**src/rtl/seq_bin2bcd_if.sv**
```systemverilog
// seq_bin2bcd_if: start/busy/done handshake and display word
// between the result path and the BCD converter.
interface seq_bin2bcd_if #(
  parameter int WIDTH = 8
);
  logic             start_i;
  logic             sign_i;
  logic [WIDTH-1:0] bin_i;
  logic             busy_o;
  logic             done_o;
  logic [15:0]      num_o;

  modport master (
    output start_i, sign_i, bin_i,
    input  busy_o, done_o, num_o
  );

  modport slave (
    input  start_i, sign_i, bin_i,
    output busy_o, done_o, num_o
  );
endinterface

```
**src/rtl/seq_bin2bcd.sv**
```systemverilog
// seq_bin2bcd: iterative double-dabble producing the Seg7 word.
// Define SEQ_BIN2BCD_LZB_EN to blank leading zero digits.
module seq_bin2bcd #(
  parameter int         WIDTH      = 8,
  parameter logic [3:0] MINUS_CODE = 4'hA,
  parameter logic [3:0] BLANK_CODE = 4'hF
) (
  input logic          clk,
  input logic          rst,
  seq_bin2bcd_if.slave bus
);
  typedef enum logic [1:0] {
    S_IDLE,
    S_SHIFT,
    S_DONE
  } state_t;

  state_t           r_state;
  state_t           w_state_nxt;
  logic [3:0]       r_cnt;
  logic [WIDTH-1:0] r_mag;
  logic [11:0]      r_bcd;
  logic             r_neg;
  logic [15:0]      r_num;

  logic             w_last;
  logic             w_accept;
  logic             w_neg;
  logic [WIDTH-1:0] w_mag;
  logic [11:0]      w_adj;
  logic [11:0]      w_bcd_nxt;
  logic [11:0]      w_digits;
  logic [3:0]       w_sign;
  logic             w_busy;
  logic             w_done;

  function automatic logic [3:0] add3(
    input logic [3:0] d
  );
    return (d >= 4'd5) ? d + 4'd3 : d;
  endfunction

  assign w_last   = (r_cnt == 4'(WIDTH-1));
  assign w_accept = (r_state == S_IDLE)
                  & bus.start_i;
  assign w_neg    = bus.sign_i
                  & bus.bin_i[WIDTH-1];
  assign w_mag    = w_neg
                  ? (~bus.bin_i + WIDTH'(1))
                  : bus.bin_i;

  assign w_adj = {add3(r_bcd[11:8]),
                  add3(r_bcd[7:4]),
                  add3(r_bcd[3:0])};
  assign w_bcd_nxt = {w_adj[10:0],
                      r_mag[WIDTH-1]};

`ifdef SEQ_BIN2BCD_LZB_EN
  logic w_hun_blank;
  logic w_ten_blank;

  assign w_hun_blank = (w_bcd_nxt[11:8] == 4'd0);
  assign w_ten_blank = w_hun_blank
                     & (w_bcd_nxt[7:4] == 4'd0);
  assign w_digits = {
    w_hun_blank ? BLANK_CODE : w_bcd_nxt[11:8],
    w_ten_blank ? BLANK_CODE : w_bcd_nxt[7:4],
    w_bcd_nxt[3:0]
  };
`else
  assign w_digits = w_bcd_nxt;
`endif

  assign w_sign = r_neg ? MINUS_CODE : BLANK_CODE;

  always_ff @(posedge clk or negedge rst) begin
    if (!rst) r_state <= S_IDLE;
    else      r_state <= w_state_nxt;
  end

  always_comb begin
    w_state_nxt = r_state;
    unique case (r_state)
      S_IDLE:  if (bus.start_i) w_state_nxt = S_SHIFT;
      S_SHIFT: if (w_last) w_state_nxt = S_DONE;
      S_DONE:  w_state_nxt = S_IDLE;
      default: w_state_nxt = S_IDLE;
    endcase
  end

  always_comb begin
    w_busy = 1'b0;
    w_done = 1'b0;
    unique case (r_state)
      S_SHIFT: w_busy = 1'b1;
      S_DONE: begin
        w_busy = 1'b1;
        w_done = 1'b1;
      end
      default: ;
    endcase
  end

  // Final shift and display load share the last SHIFT edge.
  always_ff @(posedge clk or negedge rst) begin
    if (!rst) begin
      r_cnt <= '0;
      r_mag <= '0;
      r_bcd <= '0;
      r_neg <= 1'b0;
      r_num <= '0;
    end else if (w_accept) begin
      r_cnt <= '0;
      r_mag <= w_mag;
      r_bcd <= '0;
      r_neg <= w_neg;
    end else if (r_state == S_SHIFT) begin
      r_cnt <= r_cnt + 4'd1;
      r_bcd <= w_bcd_nxt;
      r_mag <= {r_mag[WIDTH-2:0], 1'b0};
      if (w_last) r_num <= {w_sign, w_digits};
    end
  end

  assign bus.busy_o = w_busy;
  assign bus.done_o = w_done;
  assign bus.num_o  = r_num;
endmodule

```
**src/flat_wrapper.sv**
```systemverilog
// flat-port wrapper written by rule: the top's interface ports become plain ports
module seq_bin2bcd_flat 
#(
  parameter int         WIDTH      = 8,
  parameter logic [3:0] MINUS_CODE = 4'hA,
  parameter logic [3:0] BLANK_CODE = 4'hF
)
  (clk, rst, bus_start_i, bus_sign_i, bus_bin_i, bus_busy_o, bus_done_o, bus_num_o);
  seq_bin2bcd_if #(.WIDTH(WIDTH)) bus_i ();
  input logic clk;
  input logic rst;
  input wire logic [$bits(bus_i.start_i)-1:0] bus_start_i;
  input wire logic [$bits(bus_i.sign_i)-1:0] bus_sign_i;
  input wire logic [$bits(bus_i.bin_i)-1:0] bus_bin_i;
  output wire logic [$bits(bus_i.busy_o)-1:0] bus_busy_o;
  output wire logic [$bits(bus_i.done_o)-1:0] bus_done_o;
  output wire logic [$bits(bus_i.num_o)-1:0] bus_num_o;
  assign bus_i.start_i = bus_start_i;
  assign bus_i.sign_i = bus_sign_i;
  assign bus_i.bin_i = bus_bin_i;
  assign bus_busy_o = bus_i.busy_o;
  assign bus_done_o = bus_i.done_o;
  assign bus_num_o = bus_i.num_o;
  seq_bin2bcd #(.WIDTH(WIDTH), .MINUS_CODE(MINUS_CODE), .BLANK_CODE(BLANK_CODE)) u_core (.clk(clk), .rst(rst), .bus(bus_i));
endmodule
```
**config.mk**
```make
export PLATFORM = sky130hd
export DESIGN_NAME = seq_bin2bcd_flat
export DESIGN_NICKNAME = d
export VERILOG_FILES = /design/src/rtl/seq_bin2bcd_if.sv /design/src/rtl/seq_bin2bcd.sv /design/src/flat_wrapper.sv
export SDC_FILE = /design/constraint.sdc
export NUM_CORES = 1
export LEC_CHECK = 0
export ABC_AREA = 1
export CAP_MARGIN = 20
export CORE_MARGIN = 2
export CORE_UTILIZATION = 45
export DETAILED_ROUTE_END_ITERATION = 6
export PLACE_DENSITY_LB_ADDON = 0.1
export SETUP_SLACK_MARGIN = 0.02
export SLEW_MARGIN = 25
export SYNTH_ARGS = -nofsm -noshare
export SYNTH_HDL_FRONTEND = slang
export SYNTH_SLANG_ARGS = --single-unit
```
**constraint.sdc**
```tcl
create_clock -name clk -period 3.9 [get_ports clk]
set_input_delay 0.585 -clock clk [delete_from_list [all_inputs] [get_ports clk]]
set_output_delay 0.585 -clock clk [all_outputs]
set_load 0.01 [all_outputs]
```
# Word level (Yosys, flattened, before mapping)

Index checks and enable logic that the tools add are counted.
W data, S select, Z words.

Register bits after elaboration: 43
Input bits: 12
Logic and storage cells: 44

$add $sub $neg: 5
Order comparisons: 3
Eq/ne operators: 5
Mux-type cells: 16
Bitwise operators: 4
Reduce and logical (&&, ||, !) cells: 5

Operator list:

| operator              | count |
|---|---|
| $mux W12              | 2 |
| $mux W8               | 3 |
| $mux W4               | 4 |
| $ge A4 B3 Y1 const B  | 3 |
| $add A4 B2 Y4 const B | 2 |
| $add A8 B1 Y8 const B | 1 |
| $not A8 Y8            | 1 |
| $mux W3               | 2 |
| $add A4 B1 Y4 const B | 1 |
| $eq A4 B3 Y1 const B  | 1 |
| $mux W2               | 2 |
| $pmux W2 S2           | 1 |
| $add A3 B2 Y3 const B | 1 |
| $reduce_and A3 Y1     | 1 |
| $and A1 B1 Y1         | 2 |
| $eq A2 B1 Y1 const B  | 1 |
| $eq A2 B2 Y1 const B  | 1 |
| $logic_not A2 Y1      | 1 |
| $mux W1               | 2 |
| $ne A2 B1 Y1 const B  | 1 |
| $ne A2 B2 Y1 const B  | 1 |
| $reduce_and A2 Y1     | 1 |
| $reduce_bool A2 Y1    | 1 |
| $reduce_or A2 Y1      | 1 |
| $not A1 Y1            | 1 |

# Longest topological paths before layout

Word-level depth: 4
Mapped depth: 9

# Worst setup path after synthesis

OpenSTA, ideal clock, no wires.

Path type: register -> register
From: register u_core.r_state[1]
To: register u_core.r_num[4] (netlist: u_core.bus.num_o[4])
Arrival time: 1.316 ns
Required time: 3.782 ns
Slack: 2.466 ns
Cell stages (with the launch flop): 9
Path buffers: 1
Period minus slack after synthesis: 1.434 ns
Path through: dfrtp_1 inv_1 ha_1 nand3_2 nor2_4 inv_4 buf_6 nand2_1 nand2_1

Longest elaborated chain between the ends: 4
Elaborated cells on any way between the ends: 5

RTL lines:

| what                          | line               | RTL |
|---|---|---|
| start: declaration            | seq_bin2bcd.sv:18  | `state_t r_state;` |
| start signal: assignment      | seq_bin2bcd.sv:78  | `else r_state <= w_state_nxt;` |
| $logic_not A2 Y1              | seq_bin2bcd.sv:44  | `assign w_accept = (r_state == S_IDLE)` |
| $and A1 B1 Y1                 | seq_bin2bcd.sv:45  | `& bus.start_i;` |
| $not A1 Y1 (no line)          | -                  |  |
| $reduce_and A3 Y1 (no line) * | -                  |  |
| end signal: assignment        | seq_bin2bcd.sv:121 | `if (w_last) r_num <= {w_sign, w_digits};` |
| end: declaration              | seq_bin2bcd.sv:24  | `logic [15:0] r_num;` |

Every way passes the cells marked *; elsewhere a longest branch is shown, timed or not.
A chain may end at the register's enable or synchronous reset.

# Final worst setup path

From: register u_core.r_state[0]
To: output port bus_busy_o

Longest elaborated chain between the ends: 3
Elaborated cells on any way between the ends: 4

RTL lines:

| what                                                | line               | RTL |
|---|---|---|
| $eq A2 B2 Y1 / $eq A2 B1 Y1 (equally long branches) | seq_bin2bcd.sv:94  | `unique case (r_state)` |
| $reduce_or A2 Y1 (no line) *                        | -                  |  |
| $mux W1 *                                           | seq_bin2bcd.sv:94  |  |
| end: declaration                                    | flat_wrapper.sv:15 | `output wire logic [$bits(bus_i.busy_o)-1:0] bus_busy_o;` |

Marks and branches as above.

==> run_results.csv <==
group,metric,value,unit
worst_setup_path,crit_path_end_kind,"primary output",
worst_setup_path,r2r_setup_slack,1810,ps
logic_synthesis,synth-seq-cells,41,
hold_path,hp-class,"input pin to async pin",
worst_setup_path,critPathLaunchType,"register",
cts,cts_root_buf,"clkbuf_8",
sta,fin_crit_sh,55.4,%
final_layout,num_antenna_cells,0,
grt,grt_first_pass_wirelength,7.33,mm
cts,clock_path_buffers,2,
route,drtAntennaViolNets,0,
final_layout,syn_to_final_growth,19.1,%
sta,max_freq,463,MHz
route,drtIter0Drc,99,
route,drt_pass1_iterations,6,
placed_design,placed_area,2460,µm²
logic_synthesis,async_reset_ff_share,100,%
die,coreArea,4660,µm²
placed_design,placedCellCount,340,
logic_synthesis,synth_edf_count,0,
worst_setup_path,reg2reg_depth,9,
die,die_h,73.2,µm
logic_synthesis,syn_area,2150,µm²
cts,cts.clk_slew.worst_paths,80,ps
cts,cts_resized,0,
sta,slew_headroom,39.5,%
worst_setup_path,worstPathRequired,3310,ps
worst_setup_path,worstPathMaxFanout,4,
sta,setup_viol,0,
grt,grt_util_all_layers,17.5,%
pwr,p_per_area,594,nW/µm²
sta,whs,417,ps
die,fp.dieArea,5350,µm²
die,start_util,46.2,%
cts,numCtsBuffers,5,
cts,cts_tree,"built",
grt,grt_max_degree,42,
sta,finalHoldViolCount,0,
cts,h-tree-depth,2,
placed_design,place_hpwl,3.01,mm
worst_setup_path,cp-endpoint,"bus_busy_o",
run_status,status,"completed",
grt,grt_pass1_vias,1676,
logic_synthesis,yosysTopAreaCell,"dfrtp_1",
die,io_pins,30,
final_layout,final_layout_size_suffix_gt1_share,5.10,%
sta,slew_violations,0,
logic_synthesis,synth.distinct_cells,25,
logic_synthesis,yosys-top-cells-count,"nand2_1 (71), dfrtp_1 (41), inv_1 (37)",
cts,insertion_delay,290,ps
route,drc,0,
logic_synthesis,syn_area_per_cell,8.19,µm²
route,drt-total-wl,4.15,mm
sta,setup_ws,1740,ps
cts,postCtsSetupBuffers,0,
pwr,p_leak,1.28,nW
worst_setup_path,cp_data_arrival_time,1570,ps
route,via_per_inst,5.05,
cts,hold_buffers,0,
placed_design,dp_slack,1420,ps
sta,finClkSkew,3.91,ps
pwr,irDropWorstVdd,0.250,mV
grt,antenna_found_initial,0,
final_layout,final_cells,348,
worst_setup_path,r2r-end,"u_core.r_mag[6]",
logic_synthesis,yosysSeqAreaShare,47.6,%
route,vias,1759,
final_layout,final_core_util,55.0,%
sta,setup_tns,0,ps
final_layout,final_nets,318,
worst_setup_path,path_class,"register to primary output",
worst_setup_path,worstReg2RegStart,"u_core.r_state[1]",
placed_design,routabilityCongestion,0.762,
grt,grt_overflow,0,
die,dieWidth,73.2,µm
sta,tightest_slew,907,ps
pwr,total_power,1.52,mW
placed_design,port_buffers,29,
logic_synthesis,syn-num-nets,288,
logic_synthesis,synthesis.instances,263,
logic_synthesis,yosys_warnings,0,
logic_synthesis,yosys.area.top_type_share,47.6,%
logic_synthesis,yosys_most_used_dff,"dfrtp_1",
sta,rsz0062_at_grt,"no",
final_layout,final_area,2560,µm²
die,rows,25,
logic_synthesis,synth.most_common_cell,"nand2_1",
worst_setup_path,crit_start,"u_core.r_state[0]",
flow_run,maxCapViolations,0,
cts,cts_sinks,41,
sta,fin_crit,2160,ps
logic_synthesis,synth_area_leaders,"dfrtp_1 (48%), nand2_1 (12%), ha_1 (7.6%)",
route,wl_per_cell,11.9,µm
metal layers:
| metal | vias to the layer above | share of wire (%) | track usage (%) |
|---|---|---|---|
| met5 | - | 0 | 0 |
| met4 | 0 | 1.6 | 6.17 |
| met3 | 7 | 3.3 | 2.90 |
| met2 | 34 | 47 | 28.8 |
| met1 | 810 | 48 | 23.2 |
| li1 | 908 | - | - |
cells by family after synthesis:
logic type,after synthesis,synth area share (%)
adders and majority gates,13,7.55
and+or+nand+nor,120,23.9
AOI/OAI and AO/OA,43,11.3
buffers and inverters,44,8.77
DFF,41,47.6
xor gates and xnor gates,2,0.814
layout make-up:
class / count / area [µm²]
Fill cell: 443 / 2100
Sequential cell: 41 / 1030
Multi-Input combinational cell: 178 / 938
Timing Repair Buffer: 29 / 285
Inverter: 38 / 145
Clock buffer: 7 / 96.3
Tap cell: 54 / 67.6
Clock inverter: 1 / 5.00
worst max-delay path, cell delays in order, from the launching register on:
cell and delay (ps):
dfrtp_1 380, inv_1 100, ha_1 280, clkdlybuf4s50_1 520
cell usage in the layout, fill, tap and decap left out, types with 2 or more instances in the layout:
cell             count
o21ai_0             25
xor2_1               2
o22ai_1              4
nor2_1              12
nand4_1              3
clkbuf_8             7
inv_1               37
dfrtp_1             41
clkdlybuf4s50_1     28
ha_1                13
nand3_1             30
a21oi_1              7
o21ai_2              2
nand2_1             71
registers in the layout (all words and copies together) (netlist names):
signal / count
u_core.bus.num_o: 14
u_core.r_bcd: 12
u_core.r_cnt: 4
u_core.r_mag: 8
u_core.r_neg: 1
u_core.r_state: 2
power breakdown:
part	internal, mW	total [mW]	switching [mW]
registers	0.544	0.615	0.0707
clock network	0.160	0.305	0.145
logic	0.238	0.602	0.364
total	0.942	1.52	0.580
worst min path at each step:
| stage | startpoint | endpoint | slack (ps) | cells after the start |
|---|---|---|---|---|
| after floorplan | rst | u_core.bus.num_o[0] | 290 | 0 |
| after global routing | rst | u_core.bus.num_o[0] | 500 | 1 |
| after detailed placement | u_core.r_neg | u_core.bus.num_o[14] | 460 | 1 |
| after global placement | u_core.r_neg | u_core.bus.num_o[14] | 450 | 1 |
| after CTS | rst | u_core.bus.num_o[3] | 460 | 1 |
| final | rst | u_core.bus.num_o[2] | 420 | 1 |
(Power assumes the default switching activity.)
